### config.mk
export PLATFORM = sky130hd
export DESIGN_NAME = path_replayer
export DESIGN_NICKNAME = d
export VERILOG_FILES = /design/src/rtl/path_replayer.sv
export SDC_FILE = /design/constraint.sdc
export NUM_CORES = 1
export LEC_CHECK = 0
export CORE_UTILIZATION = 40
export CTS_BUF_LIST = sky130_fd_sc_hd__clkbuf_8 sky130_fd_sc_hd__clkbuf_16
export CTS_CLUSTER_SIZE = 10
export DETAILED_ROUTE_END_ITERATION = 8
export PLACE_DENSITY = 0.7
export SETUP_SLACK_MARGIN = 0.4
export SLEW_MARGIN = 20
export SYNTH_ARGS = -nofsm -noshare
export SYNTH_HDL_FRONTEND = slang
export SYNTH_SLANG_ARGS = --single-unit
### constraint.sdc
create_clock -name clk -period 6.1 [get_ports clk]
set_input_delay 1.22 -clock clk [delete_from_list [all_inputs] [get_ports clk]]
set_output_delay 1.22 -clock clk [all_outputs]
set_load 0.01 [all_outputs]
### src/rtl/path_replayer.sv
// Replays a solved maze path from the goal back to the origin.
// Each dequeued move is applied in reverse, and every new position is held for a fixed number of cycles.
module path_replayer #(
    parameter int unsigned COORD_W     = 4,
    parameter int unsigned HOLD_CYCLES = 4,
    parameter int unsigned CNT_W       = 8
) (
    input  logic               clk,
    input  logic               rst,
    input  logic               start,
    input  logic               q_empty,
    input  logic [1:0]         q_data,
    output logic               q_deq,
    output logic [COORD_W-1:0] cur_x,
    output logic [COORD_W-1:0] cur_y,
    output logic               step_valid,
    output logic [CNT_W-1:0]   step_count,
    output logic               busy,
    output logic               path_done,
    output logic               path_err
);

    localparam int unsigned EXT_W  = COORD_W + 1;
    localparam int unsigned HOLD_W = (HOLD_CYCLES > 1) ? $clog2(HOLD_CYCLES) : 1;
    localparam logic [COORD_W-1:0] MAX     = '1;
    localparam logic [CNT_W-1:0]   CNT_MAX = '1;
    localparam logic [HOLD_W-1:0]  HOLD_LD = HOLD_W'(HOLD_CYCLES - 1);

    typedef enum logic [2:0] {
        S_IDLE,
        S_REQ,
        S_CAP,
        S_STEP,
        S_HOLD,
        S_DONE,
        S_ERR
    } state_e;

    state_e              state_q;
    logic [COORD_W-1:0]  x_q;
    logic [COORD_W-1:0]  y_q;
    logic [1:0]          move_q;
    logic [CNT_W-1:0]    cnt_q;
    logic [HOLD_W-1:0]   hold_q;
    logic                step_valid_q;
    logic                busy_q;
    logic                done_q;
    logic                err_q;

    logic [EXT_W-1:0]    nx_c;
    logic [EXT_W-1:0]    ny_c;
    logic                oob_c;

    // Inverse move with one extra bit so under/overflow lands in the MSB
    always_comb begin
        nx_c = {1'b0, x_q};
        ny_c = {1'b0, y_q};
        case (move_q)
            2'b00:   nx_c = {1'b0, x_q} - EXT_W'(1);
            2'b01:   ny_c = {1'b0, y_q} - EXT_W'(1);
            2'b10:   nx_c = {1'b0, x_q} + EXT_W'(1);
            default: ny_c = {1'b0, y_q} + EXT_W'(1);
        endcase
    end

    assign oob_c = nx_c[COORD_W] | ny_c[COORD_W];

    // Dequeue must follow q_empty within the same REQ cycle
    assign q_deq = (state_q == S_REQ) && !q_empty;

    always_ff @(posedge clk or posedge rst) begin
        if (rst) begin
            state_q      <= S_IDLE;
            x_q          <= MAX;
            y_q          <= MAX;
            move_q       <= 2'b00;
            cnt_q        <= '0;
            hold_q       <= '0;
            step_valid_q <= 1'b0;
            busy_q       <= 1'b0;
            done_q       <= 1'b0;
            err_q        <= 1'b0;
        end else begin
            step_valid_q <= 1'b0;
            case (state_q)
                S_IDLE, S_DONE, S_ERR: begin
                    if (start) begin
                        x_q     <= MAX;
                        y_q     <= MAX;
                        cnt_q   <= '0;
                        done_q  <= 1'b0;
                        err_q   <= 1'b0;
                        busy_q  <= 1'b1;
                        state_q <= S_REQ;
                    end
                end
                S_REQ: begin
                    if (q_empty) begin
                        done_q  <= 1'b1;
                        err_q   <= (x_q != '0) || (y_q != '0);
                        busy_q  <= 1'b0;
                        state_q <= S_DONE;
                    end else begin
                        state_q <= S_CAP;
                    end
                end
                S_CAP: begin
                    move_q  <= q_data;
                    state_q <= S_STEP;
                end
                S_STEP: begin
                    if (oob_c) begin
                        err_q   <= 1'b1;
                        busy_q  <= 1'b0;
                        state_q <= S_ERR;
                    end else begin
                        x_q          <= nx_c[COORD_W-1:0];
                        y_q          <= ny_c[COORD_W-1:0];
                        if (cnt_q != CNT_MAX) begin
                            cnt_q <= cnt_q + CNT_W'(1);
                        end
                        hold_q       <= HOLD_LD;
                        step_valid_q <= 1'b1;
                        state_q      <= S_HOLD;
                    end
                end
                S_HOLD: begin
                    if (hold_q == '0) begin
                        state_q <= S_REQ;
                    end else begin
                        hold_q <= hold_q - HOLD_W'(1);
                    end
                end
                default: begin
                    busy_q  <= 1'b0;
                    state_q <= S_IDLE;
                end
            endcase
        end
    end

    assign cur_x      = x_q;
    assign cur_y      = y_q;
    assign step_valid = step_valid_q;
    assign step_count = cnt_q;
    assign busy       = busy_q;
    assign path_done  = done_q;
    assign path_err   = err_q;

endmodule
## After elaboration in Yosys (flattened, before gate mapping)

Index checks and enable logic that the tools add are counted.

- Shift-type cells: 0
- Mux-type cells: 31
- Reductions and logical operators: 23
- Divide/modulo/power cells: 0
- Multipliers: 0
- Bitwise operators: 2
- Add/subtract/negate cells: 6
- Magnitude comparators: 0
- Equal/unequal tests: 18

Operators with widths:

| cell | count |
|---|---|
| two-way mux 8 bit | 3 |
| one-hot mux 5 bit (2 select lines) | 2 |
| AND reduction 4 bit | 5 |
| inequality test 2 bit, second input constant | 8 |
| one-hot mux 4 bit (2 select lines) | 2 |
| one-hot mux 8 bit (2 select lines) | 1 |
| one-hot mux 3 bit (5 select lines) | 1 |
| two-way mux 4 bit | 3 |
| adder 4 x 1 -> 5 bit, second input constant | 2 |
| subtractor 4 x 1 -> 5 bit, second input constant | 2 |
| == test 3 bit, second input constant | 3 |
| two-way mux 1 bit | 9 |
| two-way mux 3 bit | 3 |
| adder 8 x 1 -> 8 bit, second input constant | 1 |
| inequality test 8 bit, second input constant | 1 |
| nonzero test 4 bit | 2 |
| == test 3 x 2 -> 1 bit, second input constant | 2 |
| two-way mux 2 bit | 3 |
| AND reduction 3 bit | 2 |
| nonzero test 2 bit | 3 |
| zero test 2 bit | 2 |
| one-hot mux 1 bit (4 select lines) | 1 |
| one-hot mux 2 bit (2 select lines) | 1 |
| OR reduction 2 bit | 2 |
| 16 further kinds | 16 |

- Output and inout bits: 21
- ROM bits: 0
- Bits in registers: 27
- Bits in latches: 0
- RAM bits: 0
- Input bits: 6
- Memories kept: 0

## Depth between registers and ports, before layout

- Depth after elaboration: 6
- Mapped depth: 10
- Depth with buffers taken out: 9

## Worst setup path after synthesis

OpenSTA, ideal clock, no wires.

- Path type: input port to output port
- Start: input q_empty
- End: output q_deq
- Path buffers: 0
- Stages: 1
- Arrival: 1.559 ns
- Path slack: 3.321 ns
- Required time: 4.880 ns
- Cells stage by stage: nor3_1

- Cells in the longest elaborated chain, start to end: 2

RTL lines:

| item | line | source |
|---|---|---|
| start, declared | 11 | `input logic q_empty,` |
| zero test 1 bit | 69 | `assign q_deq = (state_q == S_REQ) && !q_empty;` |
| logical AND 1 bit | 69 |  |
| end, declared | 13 | `output logic q_deq,` |

Every way passes these cells.

## Final worst setup path

Same ends and word-level chain as after synthesis.

==> PnR_summary.wiki <==
{| class="wikitable"
! Metric !! Value
|-
| Via count of the first global-routing pass || 1,320
|-
| Endpoint kind of the worst setup timing path || primary output
|-
| Layout-stage area growth over the synthesis result || 18.9%
|-
| Kind of cell with the highest combined delay on the critical path || buffers and inverters
|-
| Clock tree from TritonCTS || yes
|-
| Mean Syn Cell Area || 9.52 um^2
|-
| Minimum clock period after layout || 3.75 ns
|-
| Mapped Nets || 200
|-
| Fmax || 266 MHz
|-
| Unrepaired setup endpoints after global routing || false
|-
| R2R Path Start || move_q[0]
|-
| Critical path depth in cells || 3
|-
| Die span in y || 68.3 um
|-
| Final Hold Vio Count || 0
|-
| Number of warnings printed during yosys synthesis || 0
|-
| CTS hold repair buffers || 0
|-
| Worst path max stage delay || 0.59 ns
|-
| Sequential element share of the synthesized area || 38.9%
|-
| # H-tree levels || 1
|-
| Number of max-slew violations in the final report || 0
|-
| Ratio of cells with drive above 1 in the final layout || 11.1%
|-
| Number of endpoints failing setup at the final stage || 0
|-
| Placed cell count || 254
|-
| Max clock buf depth || 2
|-
| Count of buffering cells on the critical path with inverters included || 2
|-
| Leading cell type in the layout, fill and taps excluded || clkdlybuf4s50_1
|-
| Highest-delay cell along the critical path || clkdlybuf4s50_1
|-
| Worst Setup EP || q_deq
|-
| Via count of the routed design || 1,451
|-
| Ratio of final minimum period to clock period || 61.5%
|-
| Highest-count cells in the layout ignoring fill and taps || 26 x clkdlybuf4s50_1, 19 x dfrtp_1, 16 x nor2_1, 12 x nand2_1, 10 x a21oi_1
|-
| Cell leakage power || 0.847 nW
|-
| GRT Residual Overflow || 0
|-
| Vias per cell || 5.62
|-
| Worst R2R End || path_err
|-
| Top-Level Pins || 27
|-
| Post-route insts no fill || 258
|-
| Highest routed metal layer || met4
|-
| Wire length per cell || 14.2 um
|-
| Number of port buffers || 26
|-
| Global-route wire length before repair || 6.21 mm
|-
| Initial Util || 42.8%
|-
| Kind of launch point of the worst setup path || input port
|-
| Routability congestion estimate from global placement || 0.770
|-
| Area inside the core boundary || 4120 um^2
|-
| Worst-path cell chain || clkdlybuf4s50_1, nor3_1, clkdlybuf4s50_1
|-
| Clock-pin transition on the worst setup and hold timing paths || 0.10 ns
|-
| Dominant synthesized flop cell || dfrtp_1
|-
| 1st-pass router iterations || 4
|-
| FF-to-FF path depth || 8
|-
| Post-synthesis async set-or-reset flop share || 100%
|-
| Post-layout total power || 931 uW
|-
| Placement row count || 23
|-
| Maximum VDD drop || 0.000219 V
|-
| Number of design-rule violations left by the first detailed-router iteration || 90
|-
| # DRC || 0
|-
| Count of unique library cells instantiated by Yosys || 53
|-
| Post-layout nets || 224
|-
| Fraction of post-synthesis cell area in the top cell type by area || 27.0%
|-
| Number of enable flip-flop cells after synthesis || 0
|-
| Diode insertion count for antenna repair || 0
|-
| Cell at the root of the clock tree || clkbuf_8
|-
| Pin count of the biggest net entering global routing || 28
|-
| Crit path from || q_empty
|-
| Worst clock skew on the final layout || 0.00545 ns
|-
| Worst-skew pair later-pin latency || 0.28 ns
|-
| Library cell occupying the most area in the post-synthesis netlist || dfrtp_1
|-
| Setup slack of the worst register-to-register path || 3.14 ns
|-
| CP Data Arrival Time || 2.53 ns
|-
| Synth Cell Area || 1760 um^2
|-
| Antenna violations before repair || 0
|-
| Critical path start-end classification || input port to primary output
|-
| Number of maximum-capacitance violations || 0
|-
| Met3 wire length || 117 um
|-
| Post-CTS Setup Repair Bufs || 0
|-
| Sum Neg Setup Slack || 0 ns
|-
| Ranking of synthesized cells by area || dfrtp_1 27%, dfstp_2 12%, ha_1 5.7%, mux2i_1 5.1%, nor2_1 3.4%
|-
| Number of sinks driven by the clock tree || 27
|-
| Kind of path behind the tightest hold check || flip-flop to flip-flop
|-
| Global-route total usage across every layer || 17.6%
|-
| Die ar. || 4670 um^2
|-
| Power density over the cells || 445 nW/um^2
|-
| Most prevalent standard cell on the critical path || clkdlybuf4s50_1
|-
| Final wirelength || 3.67 mm
|-
| Synthesized flop and latch total || 27
|-
| Worst slew slack as a fraction of its limit || 63.2%
|-
| Detailed-routed wire length on met2 || 1.67 mm
|-
| Antenna Nets Post-Route || 0
|-
| X dimension of the die || 68.3 um
|-
| Wire length on met1 || 1.85 mm
|-
| Worst EP required || 4.88 ns
|-
| Clock buffers created by TritonCTS || 3
|-
| Pin slew with the least headroom to its limit || 0.536 ns
|-
| Final hold slack || 0.513 ns
|-
| Post-Syn Instances || 185
|-
| Final HPWL from detailed placement || 2.61 mm
|-
| Result of the run || completed
|-
| Cts repair resizes || 0
|-
| Biggest fanout along the worst timing path || 3
|}
## kinds of logic after synthesis
family	after synthesis	synth area share, %
AO/OA/AOI/OAI	51	19.9
multiplexers	11	6.40
AND/OR/NAND/NOR	64	20.4
flip-flops	27	38.9
XOR/XNOR	6	2.99
adder cells (fa/ha/maj)	10	7.39
buffers and inverters	16	3.98
## worst min path at each step
| stage | to | depth (start not counted) | slack, ns | start |
|---|---|---|---|---|
| after floorplan | hold_q[0] | 1 | 0.45 | hold_q[0] |
| after global placement | hold_q[0] | 1 | 0.47 | hold_q[0] |
| after detailed placement | hold_q[0] | 1 | 0.50 | hold_q[0] |
| after CTS | hold_q[0] | 1 | 0.51 | hold_q[0] |
| after global routing | hold_q[0] | 1 | 0.53 | hold_q[0] |
| final | hold_q[0] | 1 | 0.51 | hold_q[0] |
## metal layers
metal,vias up,GRT usage [%]
met1,702,25.4
met4,0,3.91
met3,4,2.00
li1,720,-
met2,25,27.9
met5,-,0
## metrics by stage
stage	cell area [um^2]	util, %	setup slack [ns]
2_1_floorplan	1760	-	3.32
5_1_grt	2090	50.9	2.22
4_1_cts	2090	50.9	2.32
3_3_place_gp	2050	49.7	2.35
6_report	2090	50.9	2.35
3_5_place_dp	2050	49.7	2.33
## worst reg2reg max path, cell delays in order, from the launching register on
cell and delay (ns):
dfrtp_1 0.56, nor2b_1 0.36, ha_1 0.34, a21o_1 0.19, a211oi_1 0.45, nor4_4 0.11, nor2_4 0.35, o21ai_1 0.15
mux2_1 0.34
## registers in the layout, indices dropped and copies added, names as in the netlist
signal and cells:
step_count 8, cur_x 4, cur_y 4, state_q 3, hold_q 2, move_q 2
busy 1, path_done 1, path_err 1, step_valid 1
## where the power goes
group	internal [mW]	switching, mW
sequential	0.238	0.0807
clock	0.0459	0.0597
combinational	0.236	0.271
total	0.520	0.411
## final cells by class
| type | instances | area (um^2) |
|---|---|---|
| clock buffer | 3 | 41.3 |
| fill | 403 | 2020 |
| tap | 50 | 62.6 |
| multi-input combinational | 142 | 1000 |
| clock inverter | 1 | 5.00 |
| sequential | 27 | 686 |
| timing repair buffer | 26 | 260 |
| inverter | 9 | 33.8 |
## cell usage after synthesis (2+ instances only)
cell and n:
dfrtp_1 19, nor2_1 16, nand2_1 12, a21oi_1 10, inv_1 9, mux2i_1 9, o21ai_0 9, dfstp_2 8
ha_1 8, nand3_1 6, nand2b_1 5, nor3_1 5, o21ai_1 5, xor2_1 5, a21o_1 4, a31oi_1 3
and3_1 3, clkbuf_1 3, nor2b_1 3, o311ai_1 3, a211oi_1 2, a221o_1 2, buf_2 2, buf_4 2
o211ai_1 2, o31ai_1 2, or3_1 2
Power figures use the tool's default switching activity.
